==> src/rtl/fifo_reader.sv <==
// Read-side controller for the 16x8 synchronous FIFO: credit-limited reads, capture of the
// registered dout into a 3-entry skid buffer, and a framed valid/ready output stream.
module fifo_reader #(
    parameter int DW      = 8,
    parameter int PKT_LEN = 4
) (
    input  logic          clk,
    input  logic          rst,
    input  logic          en,
    input  logic          fifo_empty,
    input  logic          fifo_full,
    input  logic          fifo_wr,
    input  logic [DW-1:0] fifo_dout,
    output logic          fifo_rd,
    output logic          m_valid,
    input  logic          m_ready,
    output logic [DW-1:0] m_data,
    output logic          m_last,
    output logic [1:0]    occ
);
    localparam int BW = (PKT_LEN > 1) ? $clog2(PKT_LEN) : 1;
    localparam logic [BW-1:0] LAST_BEAT = BW'(PKT_LEN - 1);

    logic          run_q,  run_d;
    logic          pend_q, pend_d;
    logic [1:0]    occ_q,  occ_d;
    logic [1:0]    head_q, head_d;
    logic [1:0]    tail_q, tail_d;
    logic [BW-1:0] beat_q, beat_d;
    logic [DW-1:0] mem_q [3];
    logic [DW-1:0] mem_d [3];
    logic          acc;
    logic          pop;
    logic [2:0]    credit;

    function automatic logic [1:0] nxt(input logic [1:0] p);
        return (p == 2'd2) ? 2'd0 : p + 2'd1;
    endfunction

    // run_q keeps fifo_rd low until the first clock edge after reset release.
    always_comb begin
        credit  = {1'b0, occ_q} + {2'b00, pend_q};
        fifo_rd = run_q && en && !fifo_empty && (credit < 3'd3);
        acc     = fifo_rd && !fifo_empty && !(fifo_wr && !fifo_full);
        m_valid = (occ_q != 2'd0);
        m_data  = mem_q[head_q];
        m_last  = m_valid && (beat_q == LAST_BEAT);
        occ     = occ_q;
        pop     = m_valid && m_ready;
    end

    always_comb begin
        run_d  = 1'b1;
        pend_d = acc;
        mem_d  = mem_q;
        tail_d = tail_q;
        head_d = head_q;
        beat_d = beat_q;
        occ_d  = occ_q + {1'b0, pend_q} - {1'b0, pop};
        if (pend_q) begin
            mem_d[tail_q] = fifo_dout;
            tail_d        = nxt(tail_q);
        end
        if (pop) begin
            head_d = nxt(head_q);
            beat_d = (beat_q == LAST_BEAT) ? '0 : beat_q + BW'(1);
        end
    end

    always_ff @(posedge clk or negedge rst) begin
        if (!rst) begin
            run_q  <= 1'b0;
            pend_q <= 1'b0;
            occ_q  <= 2'd0;
            head_q <= 2'd0;
            tail_q <= 2'd0;
            beat_q <= '0;
            for (int i = 0; i < 3; i++) mem_q[i] <= '0;
        end else begin
            run_q  <= run_d;
            pend_q <= pend_d;
            occ_q  <= occ_d;
            head_q <= head_d;
            tail_q <= tail_d;
            beat_q <= beat_d;
            mem_q  <= mem_d;
        end
    end
endmodule

==> config.mk <==
export PLATFORM = sky130hd
export DESIGN_NAME = fifo_reader
export DESIGN_NICKNAME = d
export VERILOG_FILES = /design/src/rtl/fifo_reader.sv
export SDC_FILE = /design/constraint.sdc
export NUM_CORES = 1
export LEC_CHECK = 0
export ABC_AREA = 1
export CORE_ASPECT_RATIO = 1.2
export CORE_MARGIN = 3
export CORE_UTILIZATION = 52
export DETAILED_ROUTE_END_ITERATION = 10
export PLACE_DENSITY = 0.75
export SKIP_CTS_REPAIR_TIMING = 1
export SLEW_MARGIN = 10
export SYNTH_ARGS = -nofsm -noshare
export SYNTH_HDL_FRONTEND = slang
export SYNTH_SLANG_ARGS = --single-unit
export TNS_END_PERCENT = 50
==> constraint.sdc <==
create_clock -name clk -period 1.9 [get_ports clk]
set_clock_uncertainty 0.05 [all_clocks]
set_input_delay 0.38 -clock clk [delete_from_list [all_inputs] [get_ports clk]]
set_output_delay 0.38 -clock clk [all_outputs]
set_load 0.005 [all_outputs]
==> reports/metrics.csv, run 1 <==
stage,metric,value,unit
worst_setup_path,Reg2Reg Capture Point,occ[1],
clock_network,clock-pin slew on the worst setup and hold paths,100,ps
grt,pin count of the biggest net entering global routing,35,
finish,area of the multi-input gates,766,um2
yosys,compound-gate portion of the synthesized area,1.03,%
yosys,post-synthesis adder-cell area fraction,3.70,%
finish,fill cell count,253,
yosys,total of warnings raised by yosys,0,
worst_setup_path,crit path kind,flip-flop to primary output,
worst_setup_path,R2R Setup Slk,230,ps
yosys,Synth Area per Inst,8.42,um2
route,total number of vias,1587,
clock_network,maximum buffer depth of the clock tree,2,
run,Max-Cap Viols,0,
placed_design,PortBufs,27,
clock_network,CTS tree,built,
grt,total track usage,21.9,%
worst_setup_path,launch point of the worst path,head_q[0],
worst_setup_path,startpoint types,flip-flop,
floorplanning,Boundary Pins,28,
floorplanning,row count,22,
yosys,syn_nets,221,
finish,Nets,264,
route,Wirelength per Cell,14.2,um
clock_network,Root Driver,clkbuf_4,
finish,most frequent cells in the layout,"nand2_1 (71), nand3_1 (37), dfrtp_1 (32), clkdlybuf4s50_1 (20), nand4_1 (16)",
yosys,Mapped Cells,201,
route,Vias per Instance,5.65,
yosys,Post-Synth XOR/XNOR Area,0,%
floorplanning,die height,68.5,um
finish,Reg area,853,um2
yosys,synthesized flop and latch total,34,
power,Cell Pwr Density,1550,nW/um2
sta,setup ws final,-238,ps
worst_setup_path,crit path buf inv count,1,
sta,Tcrit/Tclk final,113,%
finish,Synth-to-Final Area Change,28.6,%
finish,Inserted Diodes,0,
placed_design,post-DP HPWL,2780,um
finish,"commonest non-fill, non-tap cell in the layout",nand2_1,
clock_network,CTS H-tree depth,2,
yosys,mux share of post-synthesis cell area,0,%
worst_setup_path,r2r worst-path depth,11,
route,drt first pass iters,4,
worst_setup_path,Worst path top cell family by delay,buffers and inverters,
worst_hold_path,min-delay worst type,primary input to asynchronous set/reset pin,
sta,final setup vio count,5,
worst_setup_path,critical path depth in cells,4,
worst_setup_path,CP endpoint kind,primary output,
sta,FMAX,0.468,GHz
finish,final core occ,70.6,%
worst_setup_path,crit-path max FO,5,
sta,final hold vios,0,
worst_setup_path,worst-path cell chain,nor2_2 > nand2_1 > nand3_1 > clkdlybuf4s50_1,
worst_setup_path,"slowest stage delay, CP",500,ps
clock_network,worst skew pair latency,330,ps
route,initial drt markers,116,
clock_network,TritonCTS Buffers,5,
power,Peak VDD IR,1.25,mV
worst_setup_path,Worst Setup EP,m_data[4],
yosys,Post-Syn Area,1690,um2
floorplanning,starting density of the core,54.9,%
sta,RSZ-0062 raised after global routing,yes,
yosys,post-synthesis simple-gate area fraction,38.3,%
floorplanning,Die W,58.1,um
grt,first-pass GRT wire length,6460,um
yosys,sequential share of the synthesized area,50.3,%
placed_design,gpl congestion,0.913,
floorplanning,area of the die,3980,um2
yosys,Netlist cell types,21,
grt,GRT overflow,0,
clock_network,Sink Count,34,
grt,vias in the first global route,1422,
route,Post-DRT Antenna Nets,0,
worst_setup_path,Critical Path RT,1470,ps
worst_setup_path,critical path arrival,1710,ps
power,Pleak,0.00116,uW
worst_setup_path,Critical Path Slowest Stage Cell,clkdlybuf4s50_1,
outcome,status,"complete, but fails checks",
sta,Max Slew Vio Count,0,
grt,initial antenna violation count,0,
floorplanning,Core ar.,3080,um2
placed_design,pre-CTS WS,-90.0,ps
route,DRC errors left,0,
yosys,combinational family with the most area after synthesis,simple AND/OR/NAND/NOR gates,
outcome,violated checks,setup timing,
worst_setup_path,reg2reg start,occ[1],
finish,share of cells above drive strength 1,15.1,%
sta,minimum clock period,2140,ps
route,DRT Wirelength,4000,um
sta,worst hold margin,385,ps
sta,Setup TNS,-810,ps
-- logic make-up after synthesis --
| family | after synthesis |
|---|---|
| DFF | 34 |
| adders and majority gates | 5 |
| and+or+nand+nor | 137 |
| buffers and inverters | 21 |
| AOI/OAI and AO/OA | 3 |
| other | 1 |
-- how the worst min path moves through the flow --
stage | startpoint | to | slack, ps | depth (start not counted)
2_1_floorplan | rst | beat_q[0] | 30 | 0
5_1_grt | rst | beat_q[0] | 400 | 2
3_3_place_gp | mem_q[21] | mem_q[21] | 410 | 2
6_report | rst | head_q[1] | 380 | 2
4_1_cts | rst | head_q[1] | 400 | 2
3_5_place_dp | mem_q[21] | mem_q[21] | 410 | 2
-- layer usage --
metal  up-vias  GRT usage [%]  routed length [um]
met5         -              0                   0
met4         0           9.28                  71
met3         8           5.77                 256
met2        42           35.6                1960
met1       777           27.8                1720
li1        760              -                   -
-- final cells by class --
cell class                 count  share of cell area (%)
clock buffer                   7                    2.53
clock inverter                 1                   0.230
tap                           36                    2.07
timing repair buffer          42                    18.4
multi-input combinational    147                    35.2
sequential                    34                    39.2
inverter                      14                    2.41
-- where the power goes --
part	internal (uW)	switching, uW
logic	807	842
registers	1050	257
clock network	179	242
total	2040	1340
-- synth_stat cells, drive strengths merged --
| cell | count | area share [%] |
|---|---|---|
| clkinv | 3 | 0.67 |
| nor2 | 7 | 3.0 |
| nand2 | 74 | 17 |
| nand4 | 16 | 5.9 |
| buf | 6 | 2.6 |
| clkbuf | 1 | 0.81 |
| o21ai | 2 | 0.59 |
| inv | 11 | 2.4 |
| ha | 5 | 3.7 |
| o21a | 1 | 0.44 |
| conb | 1 | 0.22 |
| nand3 | 40 | 13 |
| dfrtp | 34 | 50 |
-- through the flow --
step / std cells / total power [uW] / cell area [um2]
after floorplan: 201 / 2150 / 1690
after global placement: 272 / 2880 / 2060
after detailed placement: 272 / 2940 / 2060
after CTS: 280 / 3360 / 2120
after global routing: 281 / 3660 / 2180
final: 281 / 3380 / 2180
-- state kept, by name (all words and copies together), names as in the netlist --
name and cells:
mem_q 24, beat_q 2, head_q 2, occ 2
tail_q 2, pend_q 1, run_q 1
No activity file was read; power rests on OpenSTA's default activity.
==> run 2: changes to the inputs <==
ABC_AREA = default   (was 1)
CORE_ASPECT_RATIO = 0.7   (was 1.2)
CORE_UTILIZATION = 51   (was 52)
==> reports/metrics.csv, run 2 <==
stage,metric,value,unit
sta,setup ws final,-191,ps
yosys,top-count cell post-synth,dfrtp_1,
finish,Synth-to-Final Area Change,31.9,%
yosys,compound-gate portion of the synthesized area,6.71,%
grt,first-pass GRT wire length,4960,um
route,Post-DRT Antenna Nets,0,
clock_network,worst skew pair latency,270,ps
sta,worst-margin pin slew,549,ps
run,Max-Cap Viols,0,
finish,Reg area,851,um2
route,drt first pass iters,4,
finish,"commonest non-fill, non-tap cell in the layout",dfrtp_1,
power,Peak VDD IR,0.898,mV
clock_network,TritonCTS Buffers,5,
yosys,post-synthesis adder-cell area fraction,4.04,%
clock_network,CTS tree,built,
sta,Rel. slew slack,63.4,%
sta,final setup vio count,1,
yosys,Post-Syn Area,1550,um2
floorplanning,row count,16,
floorplanning,die height,52.1,um
sta,worst hold margin,452,ps
finish,Inserted Diodes,0,
yosys,post-synth top area share,55.0,%
worst_setup_path,Critical Path RT,1470,ps
power,Cell Pwr Density,1560,nW/um2
route,Wirelength per Cell,15.5,um
worst_setup_path,startpoint types,flip-flop,
sta,RSZ-0062 raised after global routing,yes,
clock_network,clock-pin slew on the worst setup and hold paths,70,ps
yosys,Post-Synth XOR/XNOR Area,1.13,%
power,Pleak,0.00100,uW
sta,minimum clock period,2090,ps
route,DRT Wirelength,2920,um
floorplanning,Core ar.,2840,um2
finish,area of the multi-input gates,674,um2
yosys,number of synthesized flops with an enable pin,0,
floorplanning,starting density of the core,54.4,%
yosys,sequential share of the synthesized area,55.0,%
worst_hold_path,min-delay worst type,primary input to asynchronous set/reset pin,
placed_design,pre-CTS WS,-373,ps
clock_network,CTS H-tree depth,2,
placed_design,post-DP HPWL,2080,um
yosys,Mapped Cells,110,
floorplanning,Die W,71.8,um
floorplanning,Boundary Pins,28,
finish,most flop-heavy register,mem_q,
outcome,status,"complete, but fails checks",
clock_network,Sink Count,34,
outcome,violated checks,setup timing,
grt,GRT overflow,0,
route,initial drt markers,33,
finish,Largest register FFs,24,
sta,final hold vios,0,
yosys,Netlist cell types,23,
finish,fill cell count,207,
placed_design,PortBufs,27,
finish,Nets,171,
yosys,syn_nets,130,
yosys,mux share of post-synthesis cell area,25.5,%
clock_network,Root Driver,clkbuf_8,
worst_setup_path,CP endpoint kind,primary output,
worst_setup_path,crit-path max FO,2,
grt,total track usage,18.1,%
clock_network,maximum buffer depth of the clock tree,2,
sta,Max Slew Vio Count,0,
yosys,Area contributors post-synth,"dfrtp_1 (55%), mux2_2 (20%), mux2i_1 (5.2%)",
yosys,Synth Area per Inst,14.1,um2
sta,FMAX,0.478,GHz
yosys,post-synthesis simple-gate area fraction,5.58,%
yosys,Post-synth ARST share,100,%
yosys,combinational family with the most area after synthesis,multiplexers,
grt,pin count of the biggest net entering global routing,35,
worst_setup_path,critical path arrival,1660,ps
finish,most frequent cells in the layout,"dfrtp_1 (34), mux2_2 (28), clkdlybuf4s50_1 (16), dlymetal6s2s_1 (10), buf_4 (10)",
yosys,synthesized flop and latch total,34,
grt,vias in the first global route,1063,
yosys,Main synth FF type,dfrtp_1,
yosys,"top cells by count, synth","dfrtp_1 (34), mux2_2 (28), mux2i_1 (8), o2bb2ai_1 (8), ha_1 (5)",
route,Vias per Instance,5.28,
route,DRC errors left,0,
finish,share of cells above drive strength 1,33.6,%
worst_setup_path,crit path kind,flip-flop to primary output,
yosys,post-synth top area cell,dfrtp_1,
grt,initial antenna violation count,0,
floorplanning,area of the die,3740,um2
sta,Tcrit/Tclk final,110,%
placed_design,gpl congestion,0.688,
route,total number of vias,992,
yosys,total of warnings raised by yosys,0,
## run 2: cell types whose count changed after synthesis, moves of 3 or more
cell | before | now
mux2_2 | 0 | 28
clkinv_1 | 3 | 0
nor2b_1 | 0 | 3
nor2_1 | 5 | 2
o2bb2ai_1 | 0 | 8
nand4_1 | 16 | 0
nand3_1 | 38 | 0
nand2_1 | 73 | 1
mux2i_1 | 0 | 8
inv_1 | 11 | 4
## run 2: kinds of logic after synthesis
logic type               Yosys count
other                              1
multiplexers                      36
buffers and inverters              7
AO/OA/AOI/OAI                     13
adder cells (fa/ha/maj)            5
flip-flops                        34
XOR/XNOR                           2
AND/OR/NAND/NOR                   12
## run 2: power breakdown
| part | switching [uW] | internal [uW] | total, uW |
|---|---|---|---|
| registers | 200 | 1070 | 1270 |
| clock network | 242 | 292 | 534 |
| logic | 516 | 872 | 1390 |
## run 2: final cells by class
type                    instances  area share [%]
repair buffers                 37            17.9
inverters                       4           0.735
clock inverters                 1           0.245
flip-flops and latches         34            41.7
well taps                      36            2.21
clock buffers                   7            4.23
multi-input cells              69            33.0
## run 2: worst max-delay path, stage by stage (launching register included)
cell and delay, ps:
dfrtp_1 390, ha_1 210, ha_1 170, or2_2 290, a211oi_2 190, clkbuf_2 140
## run 2: routing by layer
layer  wire, um  GRT usage (%)  vias to the layer above
li1           -              -                      478
met1       1310           22.5                      492
met2       1460           30.3                       17
met3        105           5.21                        5
met4         34           6.56                        0
met5          0              0                        -
## run 2: final timing paths
kind | startpoint | endpoint | slack, ps | cells after the start
min reg2reg | mem_q[1] | mem_q[1] | 460 | 1
max in group asynchronous | rst | occ[0] | 1050 | 2
min in group clk | mem_q[1] | mem_q[1] | 460 | 1
max reg2reg | occ[1] | occ[1] | 190 | 8
min | rst | mem_q[13] | 450 | 2
max | occ[0] | fifo_rd | -190 | 5
## run 2: metrics by stage
step / area (um2) / total power [uW] / utilization [%] / setup TNS, ps / cells
floorplan: 1550 / 2030 / - / 0 / 110
global placement: 1920 / 2640 / 67.5 / -338 / 179
detailed placement: 1920 / 2720 / 67.5 / -378 / 179
CTS: 2010 / 3260 / 70.7 / -2530 / 187
global route: 2040 / 3440 / 71.8 / -285 / 188
finish: 2040 / 3190 / 71.8 / -191 / 188
